**src/rtl/nn_train_seq_pkg.sv**
```systemverilog
// Shared definitions for the backprop training sequencer: state encoding,
// default network sizes and a counter-width helper.
package nn_pkg;

    typedef enum logic [2:0] {
        ST_IDLE = 3'd0,
        ST_INIT = 3'd1,
        ST_FWD  = 3'd2,
        ST_BWD  = 3'd3,
        ST_UPD  = 3'd4,
        ST_DONE = 3'd5
    } state_t;

    localparam int NN_N_SAMPLES = 4;
    localparam int NN_N_EPOCHS  = 1000;

    // Bits needed to hold 0..max_val-1, never less than one.
    function automatic int cnt_width(input int max_val);
        return (max_val > 1) ? $clog2(max_val) : 1;
    endfunction

endpackage

```
**src/rtl/nn_train_seq_if.sv**
```systemverilog
// Control/status bundle between the top-level start/done logic and the
// training sequencer.
interface nn_train_seq_if #(
    parameter int SAMPLE_W = 2,
    parameter int EPOCH_W  = 10
);
    logic                start;
    logic                stop;
    logic                select_initial;
    logic                select_update;
    logic                fwd_en;
    logic                bwd_en;
    logic [SAMPLE_W-1:0] sample_idx;
    logic [EPOCH_W-1:0]  epoch_idx;
    logic                busy;
    logic                done;

    modport master (
        output start, stop,
        input  select_initial, select_update, fwd_en, bwd_en,
               sample_idx, epoch_idx, busy, done
    );

    modport slave (
        input  start, stop,
        output select_initial, select_update, fwd_en, bwd_en,
               sample_idx, epoch_idx, busy, done
    );
endinterface

```
**src/rtl/nn_train_seq_phase_cnt.sv**
```systemverilog
// Loadable down-counter with zero flag; times the forward/backward dwell.
module phase_cnt #(
    parameter int W = 2
) (
    input  logic         clk,
    input  logic         reset,
    input  logic         load,
    input  logic [W-1:0] load_val,
    input  logic         dec,
    output logic         zero
);
    logic [W-1:0] cnt;

    always_ff @(posedge clk or posedge reset) begin
        if (reset)                  cnt <= '0;
        else if (load)              cnt <= load_val;
        else if (dec && cnt != '0)  cnt <= cnt - 1'b1;
    end

    assign zero = (cnt == '0);
endmodule

```
**src/rtl/nn_train_seq.sv**
```systemverilog
// Training sequencer: INIT, then FWD/BWD/UPD per sample for every epoch, then
// a one-cycle DONE. All outputs are registered decodes of the next state.
module nn_train_seq
    import nn_pkg::*;
#(
    parameter int N_SAMPLES  = NN_N_SAMPLES,
    parameter int N_EPOCHS   = NN_N_EPOCHS,
    parameter int FWD_CYCLES = 3,
    parameter int BWD_CYCLES = 4,
    parameter int SAMPLE_W   = 2,
    parameter int EPOCH_W    = 10
) (
    input  logic          clk,
    input  logic          reset,
    nn_train_seq_if.slave bus
);
    localparam int PH_MAX = (FWD_CYCLES > BWD_CYCLES) ? FWD_CYCLES : BWD_CYCLES;
    localparam int PH_W   = cnt_width(PH_MAX);

    localparam logic [PH_W-1:0]     FWD_LD   = PH_W'(FWD_CYCLES - 1);
    localparam logic [PH_W-1:0]     BWD_LD   = PH_W'(BWD_CYCLES - 1);
    localparam logic [SAMPLE_W-1:0] SMP_LAST = SAMPLE_W'(N_SAMPLES - 1);
    localparam logic [EPOCH_W-1:0]  EP_LAST  = EPOCH_W'(N_EPOCHS - 1);

    state_t              state, state_nx;
    logic [SAMPLE_W-1:0] sample_q, sample_nx;
    logic [EPOCH_W-1:0]  epoch_q, epoch_nx;
    logic                ph_load, ph_dec, ph_zero;
    logic [PH_W-1:0]     ph_load_val;
    logic                sel_init_q, sel_upd_q, fwd_q, bwd_q, busy_q, done_q;

    phase_cnt #(.W(PH_W)) u_phase_cnt (
        .clk      (clk),
        .reset    (reset),
        .load     (ph_load),
        .load_val (ph_load_val),
        .dec      (ph_dec),
        .zero     (ph_zero)
    );

    always_ff @(posedge clk or posedge reset) begin
        if (reset) state <= ST_IDLE;
        else       state <= state_nx;
    end

    always_comb begin
        state_nx    = state;
        sample_nx   = sample_q;
        epoch_nx    = epoch_q;
        ph_load     = 1'b0;
        ph_load_val = '0;
        ph_dec      = 1'b0;
        if (state != ST_IDLE && bus.stop) begin
            // Abort: indices cleared, any pending increment from UPD dropped.
            state_nx  = ST_IDLE;
            sample_nx = '0;
            epoch_nx  = '0;
            ph_load   = 1'b1;
        end else begin
            unique case (state)
                ST_IDLE: if (bus.start && !bus.stop) begin
                    state_nx  = ST_INIT;
                    sample_nx = '0;
                    epoch_nx  = '0;
                end
                ST_INIT: begin
                    state_nx    = ST_FWD;
                    ph_load     = 1'b1;
                    ph_load_val = FWD_LD;
                end
                ST_FWD: if (ph_zero) begin
                    state_nx    = ST_BWD;
                    ph_load     = 1'b1;
                    ph_load_val = BWD_LD;
                end else begin
                    ph_dec = 1'b1;
                end
                ST_BWD: if (ph_zero) state_nx = ST_UPD;
                        else         ph_dec   = 1'b1;
                ST_UPD: begin
                    if (sample_q < SMP_LAST) begin
                        state_nx  = ST_FWD;
                        sample_nx = sample_q + 1'b1;
                    end else if (epoch_q < EP_LAST) begin
                        state_nx  = ST_FWD;
                        sample_nx = '0;
                        epoch_nx  = epoch_q + 1'b1;
                    end else begin
                        state_nx  = ST_DONE;
                    end
                    ph_load     = (state_nx == ST_FWD);
                    ph_load_val = FWD_LD;
                end
                ST_DONE: state_nx = ST_IDLE;
                default: state_nx = ST_IDLE;
            endcase
        end
    end

    always_ff @(posedge clk or posedge reset) begin
        if (reset) begin
            sample_q   <= '0;
            epoch_q    <= '0;
            sel_init_q <= 1'b0;
            sel_upd_q  <= 1'b0;
            fwd_q      <= 1'b0;
            bwd_q      <= 1'b0;
            busy_q     <= 1'b0;
            done_q     <= 1'b0;
        end else begin
            sample_q   <= sample_nx;
            epoch_q    <= epoch_nx;
            sel_init_q <= (state_nx == ST_INIT);
            sel_upd_q  <= (state_nx == ST_UPD);
            fwd_q      <= (state_nx == ST_FWD);
            bwd_q      <= (state_nx == ST_BWD);
            busy_q     <= (state_nx != ST_IDLE);
            done_q     <= (state_nx == ST_DONE);
        end
    end

    assign bus.select_initial = sel_init_q;
    assign bus.select_update  = sel_upd_q;
    assign bus.fwd_en         = fwd_q;
    assign bus.bwd_en         = bwd_q;
    assign bus.busy           = busy_q;
    assign bus.done           = done_q;
    assign bus.sample_idx     = sample_q;
    assign bus.epoch_idx      = epoch_q;
endmodule
```
**src/flat_wrapper.sv**
```systemverilog
// flat-port wrapper written by rule: the top's interface ports become plain ports
module nn_train_seq_flat import nn_pkg::*;
#(
    parameter int N_SAMPLES  = NN_N_SAMPLES,
    parameter int N_EPOCHS   = NN_N_EPOCHS,
    parameter int FWD_CYCLES = 3,
    parameter int BWD_CYCLES = 4,
    parameter int SAMPLE_W   = 2,
    parameter int EPOCH_W    = 10
)
  (clk, reset, bus_start, bus_stop, bus_select_initial, bus_select_update, bus_fwd_en, bus_bwd_en, bus_sample_idx, bus_epoch_idx, bus_busy, bus_done);
  nn_train_seq_if #(.SAMPLE_W(SAMPLE_W), .EPOCH_W(EPOCH_W)) bus_i ();
  input  logic clk;
  input  logic reset;
  input wire logic [$bits(bus_i.start)-1:0] bus_start;
  input wire logic [$bits(bus_i.stop)-1:0] bus_stop;
  output wire logic [$bits(bus_i.select_initial)-1:0] bus_select_initial;
  output wire logic [$bits(bus_i.select_update)-1:0] bus_select_update;
  output wire logic [$bits(bus_i.fwd_en)-1:0] bus_fwd_en;
  output wire logic [$bits(bus_i.bwd_en)-1:0] bus_bwd_en;
  output wire logic [$bits(bus_i.sample_idx)-1:0] bus_sample_idx;
  output wire logic [$bits(bus_i.epoch_idx)-1:0] bus_epoch_idx;
  output wire logic [$bits(bus_i.busy)-1:0] bus_busy;
  output wire logic [$bits(bus_i.done)-1:0] bus_done;
  assign bus_i.start = bus_start;
  assign bus_i.stop = bus_stop;
  assign bus_select_initial = bus_i.select_initial;
  assign bus_select_update = bus_i.select_update;
  assign bus_fwd_en = bus_i.fwd_en;
  assign bus_bwd_en = bus_i.bwd_en;
  assign bus_sample_idx = bus_i.sample_idx;
  assign bus_epoch_idx = bus_i.epoch_idx;
  assign bus_busy = bus_i.busy;
  assign bus_done = bus_i.done;
  nn_train_seq #(.N_SAMPLES(N_SAMPLES), .N_EPOCHS(N_EPOCHS), .FWD_CYCLES(FWD_CYCLES), .BWD_CYCLES(BWD_CYCLES), .SAMPLE_W(SAMPLE_W), .EPOCH_W(EPOCH_W)) u_core (.clk(clk), .reset(reset), .bus(bus_i));
endmodule
```
**config.mk**
```make
export PLATFORM = sky130hd
export DESIGN_NAME = nn_train_seq_flat
export DESIGN_NICKNAME = d
export VERILOG_FILES = /design/src/rtl/nn_train_seq_pkg.sv /design/src/rtl/nn_train_seq_if.sv /design/src/rtl/nn_train_seq_phase_cnt.sv /design/src/rtl/nn_train_seq.sv /design/src/flat_wrapper.sv
export SDC_FILE = /design/constraint.sdc
export NUM_CORES = 1
export LEC_CHECK = 0
export BUFFER_PORTS_ARGS = -buffer_cell sky130_fd_sc_hd__buf_4
export CAP_MARGIN = 10
export CORE_ASPECT_RATIO = 0.8
export CORE_MARGIN = 2
export CORE_UTILIZATION = 31
export DETAILED_ROUTE_END_ITERATION = 16
export PLACE_DENSITY_LB_ADDON = 0.2
export SLEW_MARGIN = 20
export SYNTH_ARGS = -nofsm -noshare
export SYNTH_HDL_FRONTEND = slang
export SYNTH_SLANG_ARGS = --single-unit
```
**constraint.sdc**
```tcl
create_clock -name clk -period 2.1 [get_ports clk]
set_clock_uncertainty 0.15 [all_clocks]
set_input_delay 0.105 -clock clk [delete_from_list [all_inputs] [get_ports clk]]
set_output_delay 0.105 -clock clk [all_outputs]
set_load 0.005 [all_outputs]
```
==> flow_metrics.tcl, run 1 <==
set metrics [dict create \
    timing.setup.critical_path_class "input pin to flop" \
    grt_usage 0.1323 \
    worstPathMaxFanout 14 \
    wl_per_cell_um 12.31 \
    drive_gt1_frac 0.2470 \
    clock.fmax_mhz 513.6 \
    die_h_um 62.73 \
    synthCells 139 \
    cts.sinks 23 \
    wl_um 2746 \
    numCtsBuffers 3 \
    ir_drop_mv 0.2587 \
    worst_pin_slew_ps 494.6 \
    fin_nets 174 \
    cap_violations 0 \
    vias 1084 \
    synth_nets 146 \
    synth_area_per_cell_sq_um 9.614 \
    min_period_ps 1947 \
    htree_levels 1 \
    synthSimpleGateAreaFrac 0.2481 \
    utilization 0.3945 \
    powerDensity_nw_per_um2 797.8 \
    crit_path_start_kind "input pin" \
    finalCritPeriodShare 0.9272 \
    antenna_found_initial 0 \
    ys_warn_count 0 \
    synth_top_area_frac 0.4307 \
    synthAdderAreaFrac 0.03558 \
    area_growth_pct 22.57 \
    worstHoldPathType "input pin to flop" \
    cts_root_buf "clkbuf_8" \
    grt_pass1_vias 1111 \
    finalSetupViolations 0 \
    io-pin-count 22 \
    path_clk_slew_ps 80 \
    slew-limit-headroom 0.6695 \
    outcome "complete, no violations" \
    clkLatencyLatePin_ps 260 \
    fp.coreArea_sq_um 4151 \
    synth-edff-count 0 \
    port_buffers 21 \
    hpwl_um 2132 \
    synth_compound_area_frac 0.1545 \
    drcViolationCount 0 \
    layout_setup_ws_ps 152.9 \
    cts_tree "yes" \
    synth_top_family_by_area "simple AND/OR/NAND/NOR gates" \
    fin_setup_tns_ps 0 \
    grt_start_max_net_pins 24 \
    ys_ff_latch 23 \
    muxShareOfSynthArea 0.01873 \
    async_flop_share 1.000 \
    gp_congestion 0.7946 \
    worst_setup_path_end_kind "flop" \
    rows 21 \
    worst_hold_slack_ps 75.83 \
    synth_flop_cell "dfrtp_1" \
    synth-xor-area-share 0.05243 \
    start_util 0.3219 \
    leakagePower_uw 0.0007470 \
    syn-cell-area_sq_um 1336 \
    synth_top_cell_by_area "dfrtp_1" \
    arrival_ps 1940 \
    grt_pass1_wl_um 5202 \
    viasPerCell 4.861 \
    drt_first_pass_iters 4 \
    insertedDiodeCount 0 \
    report.final.hold_viol_count 0 \
    fp.dieW_um 77.41 \
    initialDrtViolationCount 46 \
    die_area_sq_um 4855 \
    synth_cell_types 44 \
    power.total_uw 1307 \
    crit_required_ps 2100 \
    ant_nets 0 \
    cts_buffer_depth 2 \
    rsz0062_at_grt "false" \
    place_ws_ps 126.9 \
    netlist_top_cells_area "dfrtp_1 43%, nor2_1 5.6%, xnor2_1 4.6%, ha_1 2.8%, nand2_1 2.8%" \
    grt.overflow.total 0 \
    drv_slew 0 \
    yosysSeqAreaShare 0.4307 \
]
cell usage in the layout (no fill, tap or decap), types with 3 or more instances in the layout:
master | netlist | layout
xnor2_1 | 7 | 7
dfrtp_1 | 23 | 23
nor2b_1 | 4 | 3
inv_1 | 7 | 7
nor3b_1 | 3 | 3
nand2_1 | 10 | 9
nor3_1 | 5 | 5
a21oi_1 | 4 | 3
ha_1 | 3 | 3
nor2_1 | 20 | 20
o21ai_0 | 3 | 3
buf_4 | 1 | 28
clkbuf_8 | 0 | 3
nor4_1 | 6 | 6
nand3_1 | 5 | 5
worst paths after layout:
path	startpoint	end	slack [ps]	depth (start not counted)
setup / recovery	bus_stop	u_core.bus.epoch_idx[0]	150	7
max in group asynchronous	reset	u_core.bus.epoch_idx[5]	1270	4
setup reg to reg	u_core.state[1]	u_core.bus.epoch_idx[0]	180	4
hold / removal	bus_start	u_core.bus.busy	80	3
min in group asynchronous	reset	u_core.bus.epoch_idx[4]	300	4
hold reg to reg	u_core.bus.epoch_idx[9]	u_core.bus.epoch_idx[9]	380	2
flip-flops by register name, summed over array words and instances, names as in the netlist, 2 cells and up:
name,flops
u_core.u_phase_cnt.cnt,2
u_core.state,3
u_core.bus.epoch_idx,10
u_core.bus.sample_idx,2
worst max-delay path, stage by stage:
cell and delay [ps]:
dlygate4sd3_1 540, buf_4 190, nor2b_2 230, nor3b_2 230, nand2b_1 180, o21bai_4 150
mux2_4 310
per-layer routing:
metal  global-route usage  routed length, um
met5                    0                  0
met4              0.02679                 25
met3              0.03613                132
met2               0.1924               1147
met1               0.1965               1440
cell families after synthesis:
family	after synthesis
flops	23
compound gates	24
mux	2
simple gates	64
buf+inv	14
fa+ha+maj	4
xor+xnor	8
area by class of cell:
| class | instances | area (sq um) |
|---|---|---|
| Sequential cell | 23 | 575.6 |
| Inverter | 7 | 26.28 |
| Tap cell | 57 | 71.32 |
| Multi-Input combinational cell | 102 | 689.4 |
| Clock buffer | 4 | 45.04 |
| Timing Repair Buffer | 30 | 230.2 |
| Fill cell | 444 | 2514 |
cells in the mapped netlist (2+ instances only):
library cell and instances:
inv_1 7, a21o_1 2, o22ai_1 2, clkbuf_1 2, nand3_1 5, nor2b_1 4
nor2_1 20, nand4_1 2, nand2b_1 2, o21ai_0 3, xnor2_1 7, ha_1 3
buf_6 3, a21oi_1 4, nor3b_1 3, nor3_1 5, and3b_1 2, dfrtp_1 23
nand2_1 10, nor4_1 6
stage by stage:
step | cell area [sq um] | instances
floorplan | 1336 | 139
global placement | 1564 | 217
finish | 1638 | 223
detailed placement | 1564 | 217
CTS | 1629 | 223
global route | 1638 | 223
where the power goes:
group	internal (uW)	total, uW	switching [uW]
Combinational	233	520	287
Clock	135	263	128
Sequential	494	523	28.6
Total	863	1310	444
what timing repair did:
| action | CTS | global route |
|---|---|---|
| resized for setup | 0 | 3 |
| buffers inserted | 0 | 0 |
| setup endpoints to repair | 0 | 2 |
| endpoints found under the hold margin | 24 | 0 |
| hold buffers | 2 | 0 |
Power figures use the tool's default switching activity.
==> run 2: changes to the inputs <==
- BUFFER_PORTS_ARGS: -buffer_cell sky130_fd_sc_hd__buf_4 -> -buffer_cell sky130_fd_sc_hd__buf_2
- SYNTH_HIERARCHICAL: default -> 1
==> run 2 against run 1 <==
Count of clock-buffer cells in the layout unchanged. Wire length increased by 26%. Synthesized area increased by 1.8%. Critical path depth unchanged. Clock power increased by 3%. Cell count increased by 6.3%. Register-to-register slack got worse by 96 ps. Utilization increased by 1.4 points. Maximum frequency decreased by 3.4%. Synthesized cell count increased by 5.0%. Largest cell class unchanged. Sequential power increased by 4%. Critical endpoint is now u_core/u_phase_cnt/cnt[0]. Global-route usage increased by 2.6 points.
==> flow_metrics.tcl, run 2 <==
set metrics [dict create \
    outcome "complete, no violations" \
    synth_area_per_cell_sq_um 9.315 \
    final_common_cell "dfrtp_1" \
    drive_gt1_frac 0.2889 \
    worst_pin_slew_ps 843.1 \
    p_clk_frac 0.184 \
    cts_buffer_depth 2 \
    htree_levels 1 \
    cts.sinks 23 \
    final_cell_mix "22 x dfrtp_1, 21 x buf_2, 17 x buf_4, 10 x nor2_1" \
    fp.dieW_um 78.06 \
    grt_usage 0.1580 \
    die_h_um 63.25 \
    numCtsBuffers 3 \
    pwr-share-comb 0.448 \
    arrival_ps 2010 \
    synth_top_cell_by_area "dfrtp_1" \
    path_clk_slew_ps 80 \
    drv_slew 0 \
    rsz0062_at_grt "true" \
    min_period_ps 2016 \
    placed_area_sq_um 1608 \
    fin_nets 188 \
    crit_path_start_kind "flop" \
    area_growth_pct 26.40 \
    stdcell_area_sq_um 1719 \
    grt_pass1_wl_um 6085 \
    worstPathMaxFanout 3 \
    clkLatencyLatePin_ps 270 \
    grt_start_max_net_pins 22 \
    cts_tree "yes" \
    cap_violations 0 \
    hpwl_um 2562 \
    drt_first_pass_iters 4 \
    synth_cell_types 46 \
    grt_pass1_vias 1218 \
    gp_congestion 0.8215 \
    p_sw_uw 524.8 \
    drcViolationCount 0 \
    rows 21 \
    wl_um 3465 \
    largest_reg_flops 10 \
    synth.most_common_cell "dfrtp_1" \
    worst_setup_path_end_kind "flop" \
    antenna_found_initial 0 \
    synth_nets 153 \
    port_buffers 21 \
    start_util 0.3235 \
    insertedDiodeCount 0 \
    synth-edff-count 0 \
    r2r_cells 7 \
    initialDrtViolationCount 82 \
    slew-limit-headroom 0.4373 \
    wl_per_cell_um 14.62 \
    worst_hold_slack_ps 70.07 \
    finalSetupViolations 0 \
    ir_drop_mv 0.3196 \
    vias 1229 \
    viasPerCell 5.186 \
    yosys-top-cells-count "23 x dfrtp_1, 10 x nor2_1, 8 x nand2_1, 8 x o211ai_1, 7 x inv_1" \
    yosysSeqAreaShare 0.4232 \
    report.final.hold_viol_count 0 \
    p_seq_frac 0.368 \
    grt.overflow.total 0 \
    cts_root_buf "clkbuf_8" \
    leakagePower_uw 0.0007888 \
    crit_required_ps 2100 \
    clock.fmax_mhz 496.1 \
    syn-cell-area_sq_um 1360 \
    io-pin-count 22 \
    ant_nets 0 \
    sw_frac_of_total 0.3557 \
    p_int_uw 950.7 \
    min_path_cells 2 \
    ys_ff_latch 23 \
    ys_warn_count 6 \
    async_flop_share 1.000 \
    worstHoldPathType "input pin to flop" \
    finalCritPeriodShare 0.9598 \
    timing.setup.critical_path_class "flop to flop" \
    synth_top_area_frac 0.4232 \
    synthCells 146 \
    netlist_top_cells_area "dfrtp_1 42%, o211ai_1 4.4%, ha_1 2.8%, nor2_1 2.8%, mux2i_1 2.2%" \
    die_area_sq_um 4937 \
    powerDensity_nw_per_um2 858.3 \
    synth_flop_cell "dfrtp_1" \
    fp.coreArea_sq_um 4204 \
]
-- run 2: changes by cell type in the layout (fill, tap and decap cells not counted), moves of 3 or more --
| cell | delta |
|---|---|
| buf_2 | +21 |
| buf_4 | -11 |
| nor2_1 | -10 |
| o211ai_1 | +8 |
| xnor2_1 | -7 |
| nor4_1 | -4 |
| and2_1 | +3 |
| and3_1 | +3 |
| o21a_1 | +3 |
-- run 2: repair_timing --
action,CTS,global route
endpoints found under the setup margin,2,7
gates cloned,0,0
pin swaps,0,2
hold buffers,1,0
endpoints found under the hold margin,23,0
buffers inserted,1,2
gates resized for setup,1,7
-- run 2: power by group through the flow --
stage               clock, uW  combinational (uW)  sequential (uW)
floorplan                   0                 417              533
global placement            0                 570              549
detailed placement          0                 593              553
CTS                       287                 621              539
global route              308                 734              552
finish                    272                 661              543
-- run 2: worst max-delay path, cell delays in order (launching register included) --
cell and delay, ps:
dfrtp_1 400, ha_2 210, a211o_1 290, nand4_1 120, a21oi_2 80, o21ai_2 170, and2b_4 210, a221o_1 290
-- run 2: logic make-up (layout without fill, tap and decap cells) --
group | after synthesis | after routing | share of synthesized area
compound gates | 35 | 35 | 0.1886
mux | 3 | 3 | 0.02208
flops | 23 | 23 | 0.4232
xor+xnor | 1 | 1 | 0.006441
fa+ha+maj | 3 | 3 | 0.02760
simple gates | 65 | 65 | 0.2806
buf+inv | 16 | 50 | 0.05152
-- run 2: path summary, 6_finish.rpt --
path | startpoint | endpoint | slack [ps]
min in group asynchronous | reset | u_core/u_phase_cnt/cnt[1] | 80
worst max register to register | u_core/bus.epoch_idx[1] | u_core/u_phase_cnt/cnt[0] | 80
max in group asynchronous | reset | u_core/state[0] | 820
worst min register to register | u_core/bus.sample_idx[0] | u_core/bus.sample_idx[0] | 390
worst min-delay path | bus_stop | u_core/state[1] | 70
worst max-delay path | u_core/bus.epoch_idx[1] | u_core/u_phase_cnt/cnt[0] | 80
-- run 2: routing by layer --
layer,wire (um),global-route usage,vias up
met1,1782,0.2251,589
li1,-,-,606
met4,56,0.06360,0
met5,0,0,-
met3,137,0.03725,5
met2,1489,0.2306,29
-- run 2: cell type report --
type,count,area [sq um]
fill,430,2485
multi-input combinational,107,757.0
sequential,23,576.8
timing repair buffer,39,242.7
tap,57,71.32
clock buffer,4,45.04
inverter,7,26.28
-- run 2: metrics by stage --
step	std cells	utilization	TNS, ps	power (uW)	worst slack (ps)
2_1_floorplan	146	-	0	950.1	7.319
3_5_place_dp	229	0.3824	-68.38	1146	-68.38
4_1_cts	235	0.3988	0	1447	15.36
3_3_place_gp	229	0.3824	0	1119	101.4
5_1_grt	237	0.4089	-12.34	1593	-9.124
6_report	237	0.4089	0	1475	84.37
